**src/rtl/axis_fifo_pkg.sv**
```systemverilog
// Shared types and helpers for the AXI-Stream packet FIFO.
// The escape FSM state type and the pointer-width helper live here.
package axis_fifo_pkg;

    typedef enum logic {
        ST_NORMAL = 1'b0,
        ST_ESCAPE = 1'b1
    } esc_state_t;

    // Pointer width: address bits plus one wrap bit.
    function automatic int unsigned ptr_width(input int unsigned depth);
        return $clog2(depth) + 1;
    endfunction

endpackage

```
**src/rtl/axis_fifo_ram.sv**
```systemverilog
// Simple dual-port storage: one synchronous write port, one asynchronous read port.
// Contents are deliberately not reset.
module axis_fifo_ram #(
    parameter int unsigned WIDTH = 10,
    parameter int unsigned DEPTH = 16
) (
    input  logic                     clk,
    input  logic                     we,
    input  logic [$clog2(DEPTH)-1:0] waddr,
    input  logic [WIDTH-1:0]         wdata,
    input  logic [$clog2(DEPTH)-1:0] raddr,
    output logic [WIDTH-1:0]         rdata
);

    logic [WIDTH-1:0] mem [DEPTH];

    always_ff @(posedge clk) begin
        if (we) begin
            mem[waddr] <= wdata;
        end
    end

    assign rdata = mem[raddr];

endmodule

```
**src/rtl/axis_pkt_fifo.sv**
```systemverilog
// Single-clock AXI-Stream FIFO with TLAST, occupancy flags and optional store-and-forward.
// The escape FSM releases an oversized packet as cut-through so the FIFO cannot deadlock.
module axis_pkt_fifo
    import axis_fifo_pkg::*;
#(
    parameter int unsigned DATA_WIDTH  = 9,
    parameter int unsigned FIFO_DEPTH  = 16,
    parameter int unsigned PACKET_MODE = 0,
    parameter int unsigned AF_THRESH   = 12,
    parameter int unsigned AE_THRESH   = 2
) (
    input  logic                         aclk,
    input  logic                         areset,
    input  logic [DATA_WIDTH-1:0]        data_i,
    input  logic                         last_i,
    input  logic                         valid_i,
    output logic                         ready_i,
    output logic [DATA_WIDTH-1:0]        data_o,
    output logic                         last_o,
    output logic                         valid_o,
    input  logic                         ready_o,
    output logic [$clog2(FIFO_DEPTH):0]  count_o,
    output logic [$clog2(FIFO_DEPTH):0]  pkt_count_o,
    output logic                         almost_full_o,
    output logic                         almost_empty_o,
    output logic                         oversize_o
);

    localparam int unsigned   PW        = ptr_width(FIFO_DEPTH);
    localparam int unsigned   AW        = PW - 1;
    localparam logic [PW-1:0] DEPTH_CNT = PW'(FIFO_DEPTH);
    localparam logic [PW-1:0] AF_CNT    = PW'(AF_THRESH);
    localparam logic [PW-1:0] AE_CNT    = PW'(AE_THRESH);

    logic [PW-1:0]   wr_ptr_q, rd_ptr_q;
    logic [PW-1:0]   pkt_cnt_q, pkt_cnt_d;
    logic [PW-1:0]   count;
    esc_state_t      state_q, state_d;
    logic            oversize_q, oversize_d;
    logic            full, wr, rd, wr_last, rd_last, head_ok;
    logic [DATA_WIDTH:0] rd_word;

    assign count   = wr_ptr_q - rd_ptr_q;
    assign full    = (count == DEPTH_CNT);
    assign ready_i = ~full & ~areset;

    // In packet mode the head is held back until a whole packet (or an escape) is present.
    assign head_ok = (PACKET_MODE == 0) || (pkt_cnt_q != '0) || (state_q == ST_ESCAPE);
    assign valid_o = (count != '0) & head_ok & ~areset;

    assign wr      = valid_i & ready_i;
    assign rd      = valid_o & ready_o;
    assign wr_last = wr & last_i;
    assign rd_last = rd & last_o;

    assign {last_o, data_o} = rd_word;
    assign count_o          = count;
    assign pkt_count_o      = pkt_cnt_q;
    assign almost_full_o    = (count >= AF_CNT);
    assign almost_empty_o   = (count <= AE_CNT);
    assign oversize_o       = oversize_q;

    axis_fifo_ram #(
        .WIDTH (DATA_WIDTH + 1),
        .DEPTH (FIFO_DEPTH)
    ) u_ram (
        .clk   (aclk),
        .we    (wr),
        .waddr (wr_ptr_q[AW-1:0]),
        .wdata ({last_i, data_i}),
        .raddr (rd_ptr_q[AW-1:0]),
        .rdata (rd_word)
    );

    always_comb begin
        pkt_cnt_d = pkt_cnt_q;
        case ({wr_last, rd_last})
            2'b10:   pkt_cnt_d = pkt_cnt_q + 1'b1;
            2'b01:   pkt_cnt_d = pkt_cnt_q - 1'b1;
            default: pkt_cnt_d = pkt_cnt_q;
        endcase
    end

    always_ff @(posedge aclk) begin
        if (areset) begin
            wr_ptr_q  <= '0;
            rd_ptr_q  <= '0;
            pkt_cnt_q <= '0;
        end else begin
            if (wr) begin
                wr_ptr_q <= wr_ptr_q + 1'b1;
            end
            if (rd) begin
                rd_ptr_q <= rd_ptr_q + 1'b1;
            end
            pkt_cnt_q <= pkt_cnt_d;
        end
    end

    always_ff @(posedge aclk) begin
        if (areset) begin
            state_q    <= ST_NORMAL;
            oversize_q <= 1'b0;
        end else begin
            state_q    <= state_d;
            oversize_q <= oversize_d;
        end
    end

    // Full with no complete packet means the packet can never fit: escape to cut-through.
    always_comb begin
        state_d = state_q;
        unique case (state_q)
            ST_NORMAL: begin
                if ((PACKET_MODE != 0) && full && (pkt_cnt_q == '0)) begin
                    state_d = ST_ESCAPE;
                end
            end
            ST_ESCAPE: begin
                if (rd_last) begin
                    state_d = ST_NORMAL;
                end
            end
            default: state_d = ST_NORMAL;
        endcase
    end

    always_comb begin
        oversize_d = oversize_q | ((state_q == ST_NORMAL) && (state_d == ST_ESCAPE));
    end

endmodule

```
**config.mk**
```make
export PLATFORM = sky130hd
export DESIGN_NAME = axis_pkt_fifo
export DESIGN_NICKNAME = d
export VERILOG_FILES = /design/src/rtl/axis_fifo_pkg.sv /design/src/rtl/axis_fifo_ram.sv /design/src/rtl/axis_pkt_fifo.sv
export SDC_FILE = /design/constraint.sdc
export NUM_CORES = 1
export LEC_CHECK = 0
export BUFFER_PORTS_ARGS = -buffer_cell sky130_fd_sc_hd__buf_2
export CORE_ASPECT_RATIO = 1.25
export CORE_MARGIN = 1
export CORE_UTILIZATION = 60
export DETAILED_ROUTE_END_ITERATION = 10
export PLACE_DENSITY = 0.9
export REMOVE_ABC_BUFFERS = 1
export SYNTH_ARGS = -nofsm -noshare
export SYNTH_HDL_FRONTEND = slang
export SYNTH_HIERARCHICAL = 1
export SYNTH_SLANG_ARGS = --single-unit
export TNS_END_PERCENT = 1
```
**constraint.sdc**
```tcl
create_clock -name aclk -period 4.45 [get_ports aclk]
set_input_delay 0.6675 -clock aclk [delete_from_list [all_inputs] [get_ports aclk]]
set_output_delay 0.6675 -clock aclk [all_outputs]
set_load 0.02 [all_outputs]
```
==> flow_summary.json <==
{
  "chipHeight_um": 125,
  "synth.avg_cell_area_sq_um": 18.3,
  "clk_latency_ps": 420,
  "antenna_found_initial": 0,
  "yosysUniqueCellTypes": 42,
  "clk_pin_slew_ps": 60,
  "vias": 3954,
  "drt-total-wl_um": 15100,
  "cts_inserted_buffers": 17,
  "final-setup-viol-count": 0,
  "yosysWarnings": 6,
  "num_antenna_cells": 0,
  "synth_area_leaders": "edfxtp_1 (66%), mux4_2 (8.7%), dfxtp_1 (4.4%)",
  "nFillCells": 709,
  "initial_core_util": 0.621,
  "via_per_inst": 6.29,
  "gp_congestion": 0.889,
  "post-cts-setup-buffer-count": 0,
  "maxSlewViolCount": 0,
  "end_kind": "register",
  "seq_area_sq_mm": 0.00513,
  "path_delay_family": "simple AND/OR/NAND/NOR gates",
  "slowest_stage": "or4b_4",
  "cpPeakStageDelay_ps": 500,
  "crit_path_cell_trace": "inv_1 -> ha_1 -> inv_1 -> fa_1 -> xnor2_2 -> or4b_4 -> mux2i_4 -> a21boi_2 -> nand3b_1 -> ha_2 -> inv_1 -> fa_1 -> nor2b_2 -> o21ai_1 -> and3_1 -> or4_1 -> a21oi_1",
  "cp_common_cell": "inv_1",
  "hold_buffers": 0,
  "overflow": 0,
  "status": "finished clean",
  "placedInstanceArea_sq_mm": 0.00773,
  "rrSetupSlack_ps": 210,
  "cp.required_ps": 4810,
  "drt_iter0_markers": 440,
  "fin_setup_tns_ps": 0,
  "hp-class": "register to register",
  "powerDensity_mw_per_mm2": 538,
  "dp_hpwl_um": 9460,
  "first_pass_iters": 5,
  "power_frac_clock": 0.294,
  "worst_ir_drop_vdd_mv": 0.578,
  "ctsRootBufferMaster": "clkbuf_16",
  "clock_skew_ps": 7.70,
  "rsz0062_at_grt": "no",
  "avgRoutedWirePerCell_um": 24.0,
  "io_buffers": 38,
  "areaGrowthSynthToFinish_pct": 13.3,
  "grt_max_degree": 45,
  "hold_ws_ps": 473,
  "hold_violations": 0,
  "ys_seq_area_frac": 0.704,
  "htreeDepth": 4,
  "period_minus_slack_ps": 4240,
  "synth_edf_count": 160,
  "grt_pass1_wl_um": 22900,
  "post-route-period-util": 0.952,
  "synth_largest_area_cell": "edfxtp_1",
  "critPathKind": "register to register",
  "synth_cells": 397,
  "core_sq_mm": 0.0117,
  "comb_power_share": 0.279,
  "clock_path_buffers": 2,
  "layout_commonest_cell": "edfxtp_1",
  "p_seq_frac": 0.427,
  "dieWidth_um": 101,
  "ant_nets": 0,
  "final_core_util": 0.703,
  "fin_area_sq_mm": 0.00825,
  "io_pins": 39,
  "maxCapViolCount": 0,
  "grt_usage": 0.261,
  "clkSinkCount": 176,
  "worst_slew_pin_slew_ps": 1110,
  "p_sw_frac": 0.295,
  "grt_pass1_vias": 4161,
  "ys_ff_latch": 176,
  "crit_buf_inv": 3,
  "layout_common_cells": "edfxtp_1 (160), buf_2 (38), nor2_1 (29), mux4_2 (28)",
  "critPathLaunchType": "register",
  "layout-drive-gt1-share": 0.254,
  "worstPathArrival_ps": 4590,
  "synth_top_flop_cell": "edfxtp_1",
  "yosysTopAreaCellShare": 0.660,
  "synth-async-reset-ratio": 0,
  "cts_tree": "built",
  "drc_errors": 0,
  "multi_input_area_sq_mm": 0.00202,
  "p_int_mw": 3.13,
  "die_area_sq_mm": 0.0126,
  "slew_headroom": 0.255,
  "report.power.total_mw": 4.44,
  "crit_fanout": 11,
  "nets": 484,
  "mappedNetlistArea_sq_mm": 0.00728,
  "switchingPower_mw": 1.31,
  "fp-row-count": 44,
  "fmax_mhz": 236,
  "leakage_nw": 2.82
}
==> layer usage <==
metal / wire [um] / vias up / GRT usage
met2: 8160 / 191 / 0.454
li1: - / 1715 / -
met4: 460 / 0 / 0.113
met3: 949 / 43 / 0.0626
met5: 0 / - / 0
met1: 5530 / 2005 / 0.307
==> flip-flops by register name, summed over array words and instances (netlist names) <==
| register | flops |
|---|---|
| oversize_o | 1 |
| pkt_count_o | 5 |
| rd_ptr_q | 5 |
| u_ram/mem | 160 |
| wr_ptr_q | 5 |
==> final timing paths <==
kind	from	to	cells after the start
worst max register to register	wr_ptr_q[0]	pkt_count_o[4]	17
worst max-delay path	wr_ptr_q[0]	pkt_count_o[4]	17
worst min register to register	oversize_o	oversize_o	1
worst min-delay path	oversize_o	oversize_o	1
==> kinds of logic after synthesis <==
kind of cell	after synthesis	share of synthesized area
compound gates	43	0.0407
xor+xnor	6	0.00825
fa+ha+maj	12	0.0227
mux	52	0.150
buf+inv	28	0.0196
simple gates	80	0.0553
flops	176	0.704
==> cells in the mapped netlist (4+ instances only) <==
library cell and n:
a21oi_1 14, buf_1 5, nor3_1 5, nand2_1 14
a22oi_1 20, inv_1 11, mux2_1 8, dfxtp_1 16
nor2b_1 11, nor2_1 29, clkbuf_1 6, mux4_1 12
mux4_2 28, nand2b_1 6, ha_1 10, nand3b_1 4
edfxtp_1 160
==> power groups by stage <==
stage / logic, mW / registers, mW / clock network (mW)
after floorplan: 0.788 / 2.02 / 0
after global placement: 1.19 / 1.92 / 0
final: 1.24 / 1.90 / 1.31
after global routing: 1.33 / 1.90 / 1.39
after detailed placement: 1.23 / 1.93 / 0
after CTS: 1.24 / 1.89 / 1.31
==> cell type report <==
cell class                 instances  share of cell area
timing repair buffer              58              0.0413
multi-input combinational        193               0.245
inverter                          12             0.00546
sequential                       176               0.622
clock inverter                    10             0.00895
tap                              161              0.0244
clock buffer                      19              0.0525
==> what timing repair did <==
action	in CTS	in global routing
cloned	0	0
resized for setup	1	5
setup endpoints to repair	1	1
==> through the flow <==
| step | instances | setup slack (ps) |
|---|---|---|
| 2_1_floorplan | 381 | -1000 |
| 3_3_place_gp | 600 | 365 |
| 3_5_place_dp | 600 | -21.2 |
| 4_1_cts | 629 | 78.1 |
| 5_1_grt | 629 | 17.5 |
| 6_report | 629 | 212 |
==> worst register-to-register path: cells and delay by family (launching register included) <==
family | cells | cell delay [ps]
DFF | 1 | 380
buffers and inverters | 3 | 230
muxes | 1 | 270
and+or+nand+nor | 5 | 1450
AOI/OAI and AO/OA | 3 | 400
xor gates and xnor gates | 1 | 220
adders and majority gates | 4 | 1240
No activity file was read; power rests on OpenSTA's default activity.
